--- config.mk ---
export PLATFORM = sky130hd
export DESIGN_NAME = unsigned_divider_shift_sub_8x4
export DESIGN_NICKNAME = d
export VERILOG_FILES = /design/src/rtl/unsigned_divider_shift_sub_8x4.sv
export SDC_FILE = /design/constraint.sdc
export NUM_CORES = 1
export LEC_CHECK = 0
export ABC_AREA = 1
export CAP_MARGIN = 10
export CORE_MARGIN = 10
export CORE_UTILIZATION = 50
export DETAILED_ROUTE_END_ITERATION = 10
export PLACE_DENSITY = 0.75
export SLEW_MARGIN = 20
export SYNTH_ARGS = -nofsm -noshare
export SYNTH_HDL_FRONTEND = slang
export SYNTH_SLANG_ARGS = --single-unit
--- constraint.sdc ---
create_clock -name CLK -period 1.7 [get_ports CLK]
set_input_delay 0.425 -clock CLK [delete_from_list [all_inputs] [get_ports CLK]]
set_output_delay 0.425 -clock CLK [all_outputs]
set_load 0.01 [all_outputs]
--- src/rtl/unsigned_divider_shift_sub_8x4.sv ---
// Sequential unsigned restoring divider: 2N-bit dividend / N-bit divisor, one quotient bit per clock.
// Optional debug ports DBG_STATE / DBG_REM are enabled by defining UNSIGNED_DIVIDER_DEBUG_EN.
module unsigned_divider_shift_sub_8x4 #(
    parameter int N = 4
) (
    input  logic             CLK,
    input  logic             RESET,
    input  logic             START,
    input  logic [2*N-1:0]   DIVIDEND,
    input  logic [N-1:0]     DIVISOR,
    output logic             BUSY,
    output logic             DONE,
    output logic [N-1:0]     QUOTIENT,
    output logic [N-1:0]     REMAINDER,
    output logic             DIV_ERR
`ifdef UNSIGNED_DIVIDER_DEBUG_EN
    ,
    output logic [1:0]       DBG_STATE,
    output logic [N:0]       DBG_REM
`endif
);

    localparam int CW = $clog2(N + 1);

    typedef enum logic [1:0] {
        S_IDLE = 2'd0,
        S_RUN  = 2'd1,
        S_FIN  = 2'd2
    } state_t;

    state_t          r_state, w_state_nxt;
    logic [N:0]      r_rem, w_rem_nxt;
    logic [N-1:0]    r_qsh, w_qsh_nxt;
    logic [N-1:0]    r_dsr, w_dsr_nxt;
    logic [CW-1:0]   r_cnt, w_cnt_nxt;
    logic            r_err, w_err_nxt;
    logic            r_busy, w_busy_nxt;
    logic            r_done, w_done_nxt;
    logic [N-1:0]    r_quo, w_quo_nxt;
    logic [N-1:0]    r_remo, w_remo_nxt;
    logic            r_derr, w_derr_nxt;

    logic [N:0]      w_sh_rem;
    logic [N-1:0]    w_sh_q;
    logic [N+1:0]    w_diff;
    logic            w_fits;
    logic            w_ovf;

    // R stays below the divisor between steps, so its top bit is always 0 before the shift.
    assign w_sh_rem = {r_rem[N-1:0], r_qsh[N-1]};
    assign w_sh_q   = r_qsh << 1;
    assign w_diff   = {1'b0, w_sh_rem} - {2'b00, r_dsr};
    assign w_fits   = ~w_diff[N+1];
    assign w_ovf    = (DIVIDEND[2*N-1:N] >= DIVISOR);

    always_ff @(posedge CLK or negedge RESET) begin
        if (!RESET) r_state <= S_IDLE;
        else        r_state <= w_state_nxt;
    end

    always_comb begin
        w_state_nxt = r_state;
        w_rem_nxt   = r_rem;
        w_qsh_nxt   = r_qsh;
        w_dsr_nxt   = r_dsr;
        w_cnt_nxt   = r_cnt;
        w_err_nxt   = r_err;
        w_busy_nxt  = r_busy;
        w_done_nxt  = 1'b0;
        w_quo_nxt   = r_quo;
        w_remo_nxt  = r_remo;
        w_derr_nxt  = r_derr;
        case (r_state)
            S_IDLE: begin
                // BUSY is held through the DONE cycle and drops on the next edge unless re-accepted.
                w_busy_nxt = START;
                if (START) begin
                    w_dsr_nxt = DIVISOR;
                    if (w_ovf) begin
                        w_err_nxt   = 1'b1;
                        w_state_nxt = S_FIN;
                    end else begin
                        w_err_nxt   = 1'b0;
                        w_rem_nxt   = {1'b0, DIVIDEND[2*N-1:N]};
                        w_qsh_nxt   = DIVIDEND[N-1:0];
                        w_cnt_nxt   = '0;
                        w_state_nxt = S_RUN;
                    end
                end
            end
            S_RUN: begin
                w_rem_nxt = w_fits ? w_diff[N:0] : w_sh_rem;
                w_qsh_nxt = {w_sh_q[N-1:1], w_fits};
                w_cnt_nxt = r_cnt + 1'b1;
                if (r_cnt == CW'(N - 1)) w_state_nxt = S_FIN;
            end
            S_FIN: begin
                w_done_nxt  = 1'b1;
                w_busy_nxt  = 1'b1;
                w_state_nxt = S_IDLE;
                if (r_err) begin
                    w_quo_nxt  = '1;
                    w_remo_nxt = '0;
                    w_derr_nxt = 1'b1;
                end else begin
                    w_quo_nxt  = r_qsh;
                    w_remo_nxt = r_rem[N-1:0];
                    w_derr_nxt = 1'b0;
                end
            end
            default: begin
                w_state_nxt = S_IDLE;
                w_busy_nxt  = 1'b0;
            end
        endcase
    end

    always_ff @(posedge CLK or negedge RESET) begin
        if (!RESET) begin
            r_rem  <= '0;
            r_qsh  <= '0;
            r_dsr  <= '0;
            r_cnt  <= '0;
            r_err  <= 1'b0;
            r_busy <= 1'b0;
            r_done <= 1'b0;
            r_quo  <= '0;
            r_remo <= '0;
            r_derr <= 1'b0;
        end else begin
            r_rem  <= w_rem_nxt;
            r_qsh  <= w_qsh_nxt;
            r_dsr  <= w_dsr_nxt;
            r_cnt  <= w_cnt_nxt;
            r_err  <= w_err_nxt;
            r_busy <= w_busy_nxt;
            r_done <= w_done_nxt;
            r_quo  <= w_quo_nxt;
            r_remo <= w_remo_nxt;
            r_derr <= w_derr_nxt;
        end
    end

    assign BUSY      = r_busy;
    assign DONE      = r_done;
    assign QUOTIENT  = r_quo;
    assign REMAINDER = r_remo;
    assign DIV_ERR   = r_derr;

`ifdef UNSIGNED_DIVIDER_DEBUG_EN
    assign DBG_STATE = r_state;
    assign DBG_REM   = r_rem;
`endif

endmodule

==> impl_results.md <==
* Outcome: finished clean
* Hold-critical path depth at 3
* Synthesized net count at approximately 220
* Max-slew violation count at 0
* Dominant cell type by area after synthesis: dfrtp_1
* 1st-iter DRT viols at 90
* Initial Util at between 50% and 60%
* VDD IR max at between 0.8 and 0.9 mV
* Crit path max-delay family: buffers and inverters
* Final hold viol count at 0
* EDFF count, synth at 0
* Core Area at 0.003078 mm^2
* Reg2reg setup slack at around 0.1 ns
* Worst path slowest cell: clkdlybuf4s50_1
* Critical path required time at 1.27 ns
* Flops & latches, synth at 29
* Synth top area cells: dfrtp_1, nand2_1, ha_1, inv_1, nor2_1
* Routed len/inst at approximately 14 um
* RR Startpoint: r_qsh[3]
* Area Growth Syn to Fin at 35.71%
* Antenna violation net count after detailed routing at 0
* Count leader, synth: nand2_1
* Post-detail-place hpwl at 2.774 mm
* Synth unique cells at 28
* Final nets at between 200 and 300
* Clk_skew at 0.01764 ns
* Kind of critical path: register to output pin
* Async set-reset flop share out of synthesis at between 90% and 100%
* Number of global-route vias before repair at about 1400
* I/O Buffers at 25
* Setup violators final at 0
* Yosys Warn Count at 0
* Placed cell areas at between 0.0015 and 0.002 mm^2
* First-pass GRT wire length at between 6 and 7 mm
* Post-synthesis sequential area ratio at ~45%
* Synth top cells by count: nand2_1, dfrtp_1, inv_1
* H-tree levels at 2
* Worst path max stage delay at ~0.54 ns
* CP Buf/Inv Count at 1
* GRT Total Usage at a little over an eighth
* Chip Width at approximately 77 um
* Sink Count at 29
* Worst Tran Pin Value at ~0.37 ns
* Final instance area at 0.002192 mm^2
* P_leak at 1.162 nW
* Final Wtd Congestion at between 0.8 and 0.9
* Minimum clock period at between 1.5 and 2 ns
* Row count at 20
* Startpoint types: register
* Longest Clk Path Bufs at 2
* DR vias at 1353
* Top cell type's share of synthesized area at between 40 and 50%
* Hold EP: r_dsr[3]
* Post-Syn Area per Cell at 8.502 um^2
* Layout cells sized above 1 at 25.00%
* Arrival @ worst endpoint at ~1.2 ns
* DRT Wirelength at 3.778 mm
* Hold_ws at approximately 0.43 ns
* Cells after synthesis at 190
* Reg clk slew, reported paths at 0.08 ns
* Num CTS Buffers at 5
* HP Class: primary input to register
* Clk root buf: clkbuf_4
* Hold_sp: DIVISOR[3]
* 1st-pass router iterations at 4
* Die height at 76.84 um
* Endpoint type of the worst setup path: output pin
* FF-to-FF End: r_rem[2]
* Pre-CTS WS at -0.4073 ns
* Tcrit/Tclk final at 97.20%
* Cell Chain, Critical Path: clkdlybuf4s50_1
* Worst reg-to-reg path cell count at 10
* Clk_lat worst skew at 0.34 ns
* Main synth FF type: dfrtp_1
* I/O pins at 26
* Crit-path max FO at 2
* DRC violation count after routing at 0
* Ant. Diodes at 0
* Fmax achieved at 605.2 MHz
* Max-slew headroom at roughly three quarters
* TritonCTS clock tree: built
* Post-route setup slack at about 0.048 ns
* Largest net degree at the start of global routing at 30
* Grt ovf at 0
* Vias per cell at approximately 4.9
* Unrepaired setup endpoints after global routing: false
* Die area at a little under 0.006 mm^2
* Max-cap viol count at 0
* Initial antenna violation count at 0
* Post-Syn Area at approximately 0.0016 mm^2
* P per Cell Area at 1840 mW/mm^2
* Hold_buf cts at 0
where the power goes:
| group | switching (mW) | internal, mW |
|---|---|---|
| Clock | 0.242 | 0.351 |
| Sequential | 0.214 | 1.02 |
| Combinational | 1.31 | 0.903 |
| Total | 1.76 | 2.27 |
worst max path at each step:
stage,startpoint,to,cells past startpoint
after floorplan,DIVISOR[3],r_qsh[0],12
after global placement,DIVISOR[3],r_qsh[3],12
after detailed placement,DIVISOR[1],r_rem[1],12
after CTS,DIVISOR[3],r_state[1],8
after global routing,DONE,DONE,1
final,REMAINDER[1],REMAINDER[1],1
metal layers:
| layer | wire (um) | track usage (%) |
|---|---|---|
| met3 | 172 | 5.012 |
| met5 | 0 | 0 |
| met2 | 1935 | 21.67 |
| met4 | 38 | 5.019 |
| met1 | 1632 | 14.80 |
kinds of logic (layout without fill, tap and decap cells):
logic type	count (synthesis)	in the layout	share of synthesized area, %
xor gates and xnor gates	1	1	0.5423
adders and majority gates	11	11	8.985
AOI/OAI and AO/OA	28	28	10.84
buffers and inverters	35	77	9.992
DFF	29	29	44.93
and+or+nand+nor	86	86	24.71
layout make-up:
| cell class | instances | area, um^2 |
|---|---|---|
| fillers | 243 | 885.9 |
| multi-input cells | 126 | 814.5 |
| flip-flops and latches | 29 | 725.7 |
| repair buffers | 36 | 367.9 |
| inverters | 32 | 132.6 |
| clock buffers | 7 | 55.05 |
| well taps | 44 | 55.05 |
| clock inverters | 1 | 30.03 |
| repair inverters | 1 | 11.26 |
state kept, by name (all words and copies together), names as in the netlist:
register and count:
REMAINDER 4, r_dsr 4, DONE 1, DIV_ERR 1, QUOTIENT 4, r_rem 4
r_err 1, r_qsh 4, r_cnt 3, r_state 2, BUSY 1
metrics by stage:
stage | util [%] | total power [mW] | TNS (ns) | cells
after floorplan | - | 2.688 | 0 | 190
after global placement | 63.90 | 3.184 | -3.785 | 267
after detailed placement | 63.90 | 3.299 | -4.620 | 267
after CTS | 67.89 | 3.974 | 0 | 276
after global routing | 71.22 | 4.395 | 0 | 276
final | 71.22 | 4.032 | 0 | 276
cell usage in the layout, fill, tap and decap left out, types with 2 or more instances in the layout:
cell type and instances:
a21oi_1 6, buf_4 11, clkbuf_4 5, clkdlybuf4s50_1 11, dfrtp_1 29, dlymetal6s2s_1 14, ha_1 7, ha_4 3
inv_1 20, inv_2 10, nand2_1 45, nand2_2 7, nand3_1 8, nand3_4 3, nor2_1 16, nor2_2 3
nor2_4 2, o21ai_0 7, o21ai_1 4, o21ai_2 5
what timing repair did:
item | in CTS | in global routing
buffers inserted | 0 | 0
cloned | 1 | 0
gates resized for setup | 3 | 29
setup endpoints to repair | 9 | 19
pin swaps | 1 | 4
worst register-to-register path: stages (launching register included):
cell     delay [ns]
dfrtp_1        0.38
inv_2          0.07
ha_1           0.16
inv_2          0.04
fa_1           0.37
xnor2_1        0.15
nand2_1        0.08
nand3_1        0.08
nand2_1        0.08
nand2_2        0.05
nand2_1        0.04
(Power assumes the default switching activity.)
